File: src/rtl/counter_sequencer.sv
// counter_sequencer: command-driven controller for the 8-bit up-counter datapath.
// Accepts CLEAR / LOAD / RUN n / UNTIL target over a valid/ready handshake, drives the
// counter's clear/load/enable controls and pulses done for one cycle on completion.
// Optional feature: define COUNTER_SEQ_ABORT_EN to let abort cut RUN/UNTIL short.
module counter_sequencer #(
   parameter int unsigned WIDTH = 8
) (
   input  logic             clk,
   input  logic             reset,
   input  logic             cmd_valid,
   output logic             cmd_ready,
   input  logic [1:0]       cmd_op,
   input  logic [WIDTH-1:0] cmd_arg,
   input  logic             abort,
   input  logic [WIDTH-1:0] cnt_value,
   output logic             cnt_en,
   output logic             cnt_clr,
   output logic             cnt_load,
   output logic [WIDTH-1:0] cnt_load_val,
   output logic             busy,
   output logic             done
);

   typedef enum logic [2:0] {
      StIdle,
      StClr,
      StLoad,
      StRun,
      StUntil,
      StDone
   } state_e;

   state_e           state_q;
   logic [WIDTH-1:0] arg_q;
   logic [WIDTH-1:0] remain_q;
   logic             abort_req;

`ifdef COUNTER_SEQ_ABORT_EN
   assign abort_req = abort;
`else
   // abort is present on the port but has no effect in this build
   logic unused_abort;
   assign unused_abort = abort;
   assign abort_req    = 1'b0;
`endif

   // Sequencer FSM: command acceptance, tick countdown and target matching
   always_ff @(posedge clk or posedge reset) begin
      if (reset) begin
         state_q  <= StIdle;
         arg_q    <= '0;
         remain_q <= '0;
      end else begin
         unique case (state_q)
            StIdle: begin
               if (cmd_valid) begin
                  arg_q    <= cmd_arg;
                  // remain mirrors the latched argument so RUN starts with the full count
                  remain_q <= cmd_arg;
                  unique case (cmd_op)
                     2'b00:   state_q <= StClr;
                     2'b01:   state_q <= StLoad;
                     2'b10:   state_q <= (cmd_arg != '0) ? StRun : StDone;
                     default: state_q <= StUntil;
                  endcase
               end
            end
            StClr, StLoad: begin
               state_q <= StDone;
            end
            StRun: begin
               remain_q <= remain_q - 1'b1;
               if (abort_req || (remain_q == WIDTH'(1))) begin
                  state_q <= StDone;
               end
            end
            StUntil: begin
               if (abort_req || (cnt_value == arg_q)) begin
                  state_q <= StDone;
               end
            end
            StDone: begin
               state_q <= StIdle;
            end
            default: begin
               state_q <= StIdle;
            end
         endcase
      end
   end

   // Output decode from the state register; UNTIL enable also looks at the live count
   always_comb begin
      cmd_ready    = (state_q == StIdle);
      busy         = (state_q != StIdle);
      cnt_clr      = (state_q == StClr);
      cnt_load     = (state_q == StLoad);
      cnt_load_val = (state_q == StLoad) ? arg_q : '0;
      cnt_en       = (state_q == StRun) ||
                     ((state_q == StUntil) && (cnt_value != arg_q));
      done         = (state_q == StDone);
   end

endmodule
File: config.mk
export PLATFORM = sky130hd
export DESIGN_NAME = counter_sequencer
export DESIGN_NICKNAME = d
export VERILOG_FILES = /design/src/rtl/counter_sequencer.sv
export SDC_FILE = /design/constraint.sdc
export NUM_CORES = 1
export LEC_CHECK = 0
export BUFFER_PORTS_ARGS = -buffer_cell sky130_fd_sc_hd__buf_2
export CORE_MARGIN = 4
export CORE_UTILIZATION = 24
export DETAILED_ROUTE_END_ITERATION = 10
export HOLD_SLACK_MARGIN = 0.12
export SYNTH_ARGS = -nofsm -noshare
export SYNTH_HDL_FRONTEND = slang
export SYNTH_SLANG_ARGS = --single-unit
export TNS_END_PERCENT = 50
File: constraint.sdc
create_clock -name clk -period 1.6 [get_ports clk]
set_clock_uncertainty 0.05 [all_clocks]
set_input_delay 0 -clock clk [delete_from_list [all_inputs] [get_ports clk]]
set_output_delay 0 -clock clk [all_outputs]
set_load 0.005 [all_outputs]
* After elaboration in Yosys (flattened, before gate mapping)
Cells that the tools add are included.
** Word-level totals
- Output and inout port bits :: 14
- Bits of input ports :: 22
- Word-level logic and storage cells :: 37
- Register bits after elaboration :: 19
** Cells by class
- Reductions and logical operators :: 11
- Add/sub/neg operators :: 1
- Muxes and demuxes :: 9
- Eq/ne operators :: 13
** Operators by type and width (count)
- $mux W8 :: 2
- $pmux W8 S2 :: 1
- $mux W3 :: 4
- $pmux W3 S4 :: 1
- $pmux W3 S3 :: 1
- $eq A8 B1 Y1 const B :: 1
- $eq A8 B8 Y1 :: 1
- $ne A8 B8 Y1 :: 1
- $reduce_bool A8 Y1 :: 1
- $sub A8 B1 Y8 const B :: 1
- $eq A3 B2 Y1 const B :: 2
- $eq A3 B3 Y1 const B :: 2
- $ne A2 B2 Y1 const B :: 3
- $reduce_and A2 Y1 :: 2
- $eq A3 B1 Y1 const B :: 1
- $logic_not A3 Y1 :: 1
- $reduce_and A3 Y1 :: 1
- $reduce_bool A3 Y1 :: 1
- $eq A2 B1 Y1 const B :: 1
- $eq A2 B2 Y1 const B :: 1
- $logic_not A2 Y1 :: 1
- $reduce_bool A2 Y1 :: 1
- $reduce_or A2 Y1 :: 1
- $logic_and A1 B1 Y1 :: 1
- $logic_or A1 B1 Y1 :: 1

* Longest topological paths before layout
Gate-level depths: netlist of run 1.
- Word-level depth :: 5
- Mapped depth :: 6
- Mapped depth without buffers :: 5

* Worst setup path after synthesis of run 1
No wires, ideal clock.
- Kind :: register to register
- Start :: reg state_q[1]
- End :: reg remain_q[3]
- Setup slack :: -83 ps
- Path buffers :: 2
- Setup time :: 126 ps
- Data required time :: 1424 ps
- Cell stages (with the launch flop) :: 7
- Arrival time :: 1507 ps
- Path through :: dfrtp_1 buf_6 or4b_4 buf_6 nand2_4 nand2_2 a221o_1
** On the way
- Word-level cells in the longest chain between the ends :: 3
** Ends and longest elaborated chain
- start: declaration :: line 33 : state_e state_q;
- start signal: assignment :: line 50 : state_q <= StIdle;
- start signal: assignment :: line 61 : 2'b00: state_q <= StClr;
- start signal: assignment :: line 62 : 2'b01: state_q <= StLoad;
- $eq A3 B2 Y1 or $logic_not A3 Y1 (tied branches) :: line 54 : unique case (state_q)
- $reduce_bool A2 Y1 (no line) or $ne A2 B2 Y1 (tied branches)
- $reduce_and A2 Y1 (no line)
- end signal: assignment :: line 59 : remain_q <= cmd_arg;
- end signal: assignment :: line 72 : remain_q <= remain_q - 1'b1;
- end: declaration :: line 35 : logic [WIDTH-1:0] remain_q;
Several ways; a longest one is shown, not always the timed one.
A chain may end at the register's enable or synchronous reset.

* Worst setup path after layout of run 1
- Start :: reg state_q[2]
- End :: reg remain_q[3]
Same word-level chain as after synthesis.

==> results of run 1 <==
metrics by stage:
| step | utilization | instance area, um^2 |
|---|---|---|
| finish | 0.377 | 1700 |
| global route | 0.377 | 1700 |
| CTS | 0.358 | 1610 |
| detailed placement | 0.323 | 1460 |
| global placement | 0.323 | 1460 |
| floorplan | - | 1160 |
metal layers:
metal,vias up,global-route usage,share of wire,routed length [um]
met2,23,0.183,0.51,1600
met1,510,0.130,0.44,1380
met5,-,0,0,0
met4,0,0.0214,0.0032,10
li1,579,-,-,-
met3,2,0.0222,0.045,142
kinds of logic (layout without fill, tap and decap cells):
| logic type | count (synthesis) | in the layout | share of synthesized area |
|---|---|---|---|
| and+or+nand+nor | 68 | 68 | 0.307 |
| AOI/OAI and AO/OA | 23 | 23 | 0.135 |
| muxes | 1 | 1 | 0.00869 |
| buffers and inverters | 11 | 73 | 0.0543 |
| DFF | 19 | 19 | 0.413 |
| xor gates and xnor gates | 8 | 8 | 0.0608 |
| adders and majority gates | 2 | 2 | 0.0217 |
state kept, by name, indices dropped and copies added (netlist names):
name      flops
remain_q      8
state_q       3
arg_q         8
worst max-delay path: cells and delay by family, from the launching register on:
family / cells / cell delay [ns]
AND/OR/NAND/NOR: 3 / 0.74
flip-flops: 1 / 0.44
AO/OA/AOI/OAI: 1 / 0.28
final cells by class:
class | count | area share
clock inverter | 1 | 0.00295
multi-input combinational | 102 | 0.389
tap | 52 | 0.0383
inverter | 5 | 0.0111
timing repair buffer | 64 | 0.254
sequential | 19 | 0.281
clock buffer | 3 | 0.0243
power breakdown:
group          internal (uW)  switching (uW)  leakage (uW)
sequential               712             196      0.000230
clock                    173             162     0.0000255
combinational            649             585      0.000581
total                   1530             943      0.000836
worst min path at each step:
stage                        to  slack, ns  depth (start not counted)
floorplan              arg_q[0]       -0.1                          1
global placement    remain_q[4]      -0.01                          3
detailed placement  remain_q[5]      -0.01                          3
CTS                  state_q[2]       0.14                          4
global route         state_q[2]       0.16                          4
finish               state_q[2]       0.13                          4
layout by cell type (no fill, tap or decap), drive strengths merged, types with 2 or more instances in the layout:
cell type,Yosys,layout
buf,5,52
nand2,31,31
dfrtp,19,19
dlygate4sd3,0,11
nor2,10,10
xnor2,8,8
and2,8,8
o21ai,6,6
inv,5,5
a21oi,4,4
o211ai,3,3
and3,3,3
clkbuf,1,3
nor4,2,2
nand4,2,2
nor3,2,2
and3b,2,2
nor3b,2,2
ha,2,2
or3,2,2
nand3b,2,2
a211oi,2,2
a311oi,2,2
timing repair:
| action | CTS | global route |
|---|---|---|
| endpoints found under the setup margin | 0 | 6 |
| hold endpoints to repair | 38 | 0 |
| resized for setup | 0 | 11 |
| buffers inserted | 0 | 4 |
| hold buffers | 11 | 0 |
==> metrics.md, run 1 <==
| Metric | Value |
|---|---|
| Synth top area cells | `dfrtp_1, nand2_1, xnor2_1` |
| Iter 0 DRT Violations | `60` |
| Depth of the most critical reg-to-reg path | `4` |
| Worst-path clk slew | `0.07 ns` |
| First-pass GRT wire length | `5.04 mm` |
| Routed vias | `1,114` |
| Failing checks | `negative setup slack` |
| # rows | `24` |
| Worst flop-to-flop path startpoint | `state_q[2]` |
| Drt first pass iters | `4` |
| TritonCTS Buffers | `3` |
| Max Freq | `618 MHz` |
| Syn. warnings | `0` |
| WHS | `0.134 ns` |
| Port Buffer Count | `34` |
| Largest net degree at the start of global routing | `20` |
| Ant. Diodes | `0` |
| Chip Height | `about 77 um` |
| Area occupied by multi-input gates | `around 660 um^2` |
| Post-DP HPWL | `around 2.4 mm` |
| Crit path launch type | `flip-flop` |
| Post-Layout Cell Count | `around 250` |
| H-tree levels | `1` |
| Synthesized cell area | `1150 um^2` |
| Ys flop type | `dfrtp_1` |
| Reg2reg setup slack | `-0.02 ns` |
| Worst min path class | `in -> reg` |
| Chip width | `between 70 and 80 um` |
| Mapped Avg Cell Area | `around 8.7 um^2` |
| Max-Cap Viols | `0` |
| Post-synth EDFFs | `0` |
| Critical path type | `reg -> reg` |
| CTS sink cnt | `19` |
| Post-route setup slack | `-0.0174 ns` |
| Synth area leader | `dfrtp_1` |
| Synth top cells by count | `nand2_1, dfrtp_1, nor2_1` |
| CP endpoint | `remain_q[3]` |
| Crit path largest cell delay | `0.59 ns` |
| PnR Total Power | `2480 uW` |
| Crit path time final | `1.62 ns` |
| VDD IR-drop max | `486 uV` |
| Period utilization | `1.01` |
| Clock tree buffer depth | `2` |
| Setup TNS | `-0.0175 ns` |
| Worst Setup SP | `state_q[2]` |
| DRC | `0` |
| DP Cell Count | `226` |
| Hold path start | `cmd_valid` |
| GRT Total Usage | `0.104` |
| Worst Tran Pin Value | `0.428 ns` |
| Grt total ovfl | `0` |
| Core area | `roughly 4500 um^2` |
| Post-Synthesis Cells | `132` |
| Cell variety after synth | `36` |
| CTS tree | `done` |
| RSZ-0062 raised after global routing | `yes` |
| Most common cell in the netlist | `nand2_1` |
| Crit-path slowest cell | `or4b_4` |
| Final ANT Viol Nets | `0` |
| Reg2Reg Capture Point | `remain_q[3]` |
| Clk_lat worst skew | `0.25 ns` |
| Critical path arrival | `1.71 ns` |
| Cell Chain, Critical Path | `or4b_4 -> nand2_4 -> nand2_2 -> a221o_1` |
| RePlAce Congestion | `between 0.7 and 0.8` |
| Yosys top cell area share | `0.413` |
| Layout cells sized above 1 | `0.366` |
| Vias in the first global route | `1,118` |
| CP endpoint kind | `flip-flop` |
| Final net count | `219` |
| Slew Limit Fails | `0` |
| Num ports | `36` |
| Clock root cell | `clkbuf_8` |
| Outcome | `complete, but fails checks` |
| Asr flop ratio synth | `1.00` |
| Synthesis-to-layout area growth | `47.2%` |
| Pleak | `0.000836 uW` |
| Vias per inst | `4.53` |
| Critical path required time | `1.69 ns` |
| Hold Fails Final Rpt | `0` |
| Pwr Density | `1460 nW/um^2` |
| Slew margin rel. | `0.713` |
| #FFs+latches synth | `19` |
| Initial antenna violation count | `0` |
| Number of setup violations in the final report | `2` |
| Die area | `5970 um^2` |
| Crit-path max FO | `6` |
| Fillcell total | `roughly 470` |
| Initial core utilization | `0.256` |
| Pre-CTS WS | `0.00959 ns` |
| Syn_nets | `156` |
| Avg WL per Cell | `12.7 um` |
| Register area share after synthesis | `0.413` |
| Routed WL | `3.13 mm` |
| FF/Latch Area | `477 um^2` |
Power figures use the tool's default switching activity.
==> inputs of run 2 (changes only) <==
--- a/config.mk
+++ b/config.mk
@@ -5,6 +5,7 @@
 export SDC_FILE = /design/constraint.sdc
 export NUM_CORES = 1
 export LEC_CHECK = 0
+export ABC_AREA = 1
 export BUFFER_PORTS_ARGS = -buffer_cell sky130_fd_sc_hd__buf_2
 export CORE_MARGIN = 4
 export CORE_UTILIZATION = 24
==> metrics.md, run 2 <==
| Metric | Value |
|---|---|
| Outcome | `completed` |
| Avg WL per Cell | `10.1 um` |
| GRT Total Usage | `0.104` |
| Die area | `6580 um^2` |
| Sequential group share of total power | `0.351` |
| Hold Fails Final Rpt | `0` |
| Fillcell total | `574` |
| Iter 0 DRT Violations | `75` |
| Period utilization | `0.955` |
| Grt total ovfl | `0` |
| Post-DP HPWL | `2.46 mm` |
| Yosys top cell area share | `0.370` |
| Ys flop type | `dfrtp_1` |
| Final Util | `0.333` |
| Worst Tran Pin Value | `~0.38 ns` |
| Syn_nets | `a little over 200` |
| Port Buffer Count | `34` |
| Depth of the most critical reg-to-reg path | `7` |
| Internal | `1470 uW` |
| Clock root cell | `clkbuf_8` |
| VDD IR-drop max | `357 uV` |
| Commonest non-fill, non-tap cells in the layout | `nand2_1, buf_2, inv_1` |
| Synthesized cell area | `~1300 um^2` |
| Layout cells sized above 1 | `0.241` |
| Core area | `5140 um^2` |
| Final ANT Viol Nets | `0` |
| Area occupied by multi-input gates | `about 660 um^2` |
| #FFs+latches synth | `19` |
| Cell variety after synth | `28` |
| Most common cell after layout, fill and taps aside | `nand2_1` |
| Synth area leader | `dfrtp_1` |
| Clk_lat worst skew | `0.26 ns` |
| Chip Height | `between 80 and 90 um` |
| First-pass GRT wire length | `5.26 mm` |
| Worst flop-to-flop path startpoint | `state_q[0]` |
| TritonCTS Buffers | `3` |
| Synthesis-to-layout area growth | `33.1%` |
| Crit path launch type | `flip-flop` |
| Hold Crit Depth | `7` |
| Initial antenna violation count | `0` |
| Reg2reg setup slack | `0.20 ns` |
| Num ports | `36` |
| Max-Cap Viols | `0` |
| Combinational share of power | `0.521` |
| Mapped Avg Cell Area | `roughly 7.1 um^2` |
| Setup bufs post-CTS | `0` |
| Most common cell in the netlist | `nand2_1` |
| Routed vias | `1,227` |
| RePlAce Congestion | `0.831` |
| FF/Latch Area | `475 um^2` |
| Critical path required time | `1.55 ns` |
| Vias per inst | `between 4 and 5` |
| Slew Limit Fails | `0` |
| Hold EP | `state_q[2]` |
| Routed WL | `3.05 mm` |
| Biggest registers after layout | `arg_q x8, remain_q x8, state_q x3` |
| Reg2Reg Capture Point | `remain_q[4]` |
| Post-Synthesis Cells | `about 180` |
| # rows | `26` |
| Drt first pass iters | `4` |
| Initial core utilization | `0.250` |
| Setup TNS | `0 ns` |
| PnR Total Power | `~2600 uW` |
| Vias in the first global route | `around 1,200` |
| Syn. warnings | `0` |
| Ant. Diodes | `0` |
| Chip width | `81.1 um` |
| Clock tree buffer depth | `2` |
| Critical path type | `reg -> out` |
| Worst min path class | `in -> reg` |
| Crit path time final | `1.53 ns` |
| DP Area | `1540 um^2` |
| Synth top area cells | `dfrtp_1, nand2_1, inv_1` |
| Register area share after synthesis | `0.370` |
| Synth top cells by count | `nand2_1, inv_1, nor2_1` |
| CTS tree | `done` |
| Sw frac | `0.443` |
| CTS sink cnt | `19` |
| Pleak | `roughly 0.00093 uW` |
| CP endpoint kind | `primary output` |
| Worst-path clk slew | `0.07 ns` |
| Max Freq | `654 MHz` |
| Slew margin rel. | `0.741` |
| H-tree levels | `1` |
| DRC | `0` |
| Critical path arrival | `1.48 ns` |
| Largest net degree at the start of global routing | `20` |
| Post-synth EDFFs | `0` |
| Final net count | `257` |
| Number of setup violations in the final report | `0` |
| Final Cell Area | `1710 um^2` |
| Asr flop ratio synth | `1.00` |
| Clock power frac | `0.127` |
| Crit-path max FO | `6` |
| Net Switching | `1170 uW` |
| Pwr Density | `between 1500 and 2000 nW/um^2` |
| Hold path start | `cnt_value[2]` |
==> run 2: changes by cell type in the layout (fill, tap and decap cells not counted), moves of 3 or more <==
cell / change
inv_1: +26
and2_1: -8
nand3_1: +7
nand2_1: +20
buf_4: -14
and3_1: -3
xnor2_1: -4
nor2_1: +16
o21ai_0: +9
==> run 2: worst max-delay path, cell delays in order, from the launching register on <==
cell     delay (ns)
dfrtp_1        0.48
nor3_1         0.40
nand2_2        0.15
nand2_1        0.08
buf_2          0.11
==> run 2: kinds of logic (layout without fill, tap and decap cells) <==
group           after synthesis  after routing  synth area share
compound gates               24             24             0.111
buf+inv                      35             86             0.122
simple gates                 96             96             0.343
fa+ha+maj                     2              2            0.0195
xor+xnor                      5              5            0.0341
flops                        19             19             0.370
==> run 2: power by group through the flow <==
stage / Combinational [uW] / Sequential (uW) / Clock, uW
finish: 1380 / 930 / 336
floorplan: 1060 / 896 / 0
CTS: 1390 / 928 / 341
global route: 1630 / 969 / 351
detailed placement: 1360 / 935 / 0
global placement: 1350 / 929 / 0
==> run 2: timing repair <==
| item | 4_1_cts | 5_1_grt |
|---|---|---|
| setup endpoints to repair | 0 | 4 |
| hold buffers | 12 | 0 |
| endpoints found under the hold margin | 37 | 0 |
| resized for setup | 0 | 4 |
==> run 2: final cells by class <==
class / count / area share
multi-input cells: 127 / 0.386
flip-flops and latches: 19 / 0.278
repair buffers: 49 / 0.183
inverters: 33 / 0.0754
well taps: 70 / 0.0512
clock buffers: 4 / 0.0264
==> run 2: through the flow <==
stage	setup WS [ns]	instances	hold slack (ns)
final	0.0719	302	0.191
after global routing	-0.0447	302	0.251
after CTS	0.0676	302	0.237
after detailed placement	0.141	286	-0.0154
after global placement	0.173	286	-0.0107
after floorplan	0.256	181	-0.0989
==> run 2: worst max path at each step <==
stage,end,cells past startpoint,startpoint,slack (ns)
2_1_floorplan,remain_q[3],6,state_q[1],0.26
3_3_place_gp,remain_q[7],7,state_q[1],0.17
3_5_place_dp,remain_q[4],7,state_q[1],0.14
4_1_cts,cnt_en,9,arg_q[7],0.07
5_1_grt,cnt_en,4,state_q[1],-0.04
6_report,cnt_en,4,state_q[1],0.07
==> run 2: routing by layer <==
layer / share of wire / GRT usage / vias to the layer above
met4: 0.018 / 0.0405 / 0
met3: 0.041 / 0.0211 / 5
met5: 0 / 0 / -
met1: 0.45 / 0.131 / 540
met2: 0.49 / 0.173 / 20
li1: - / - / 662
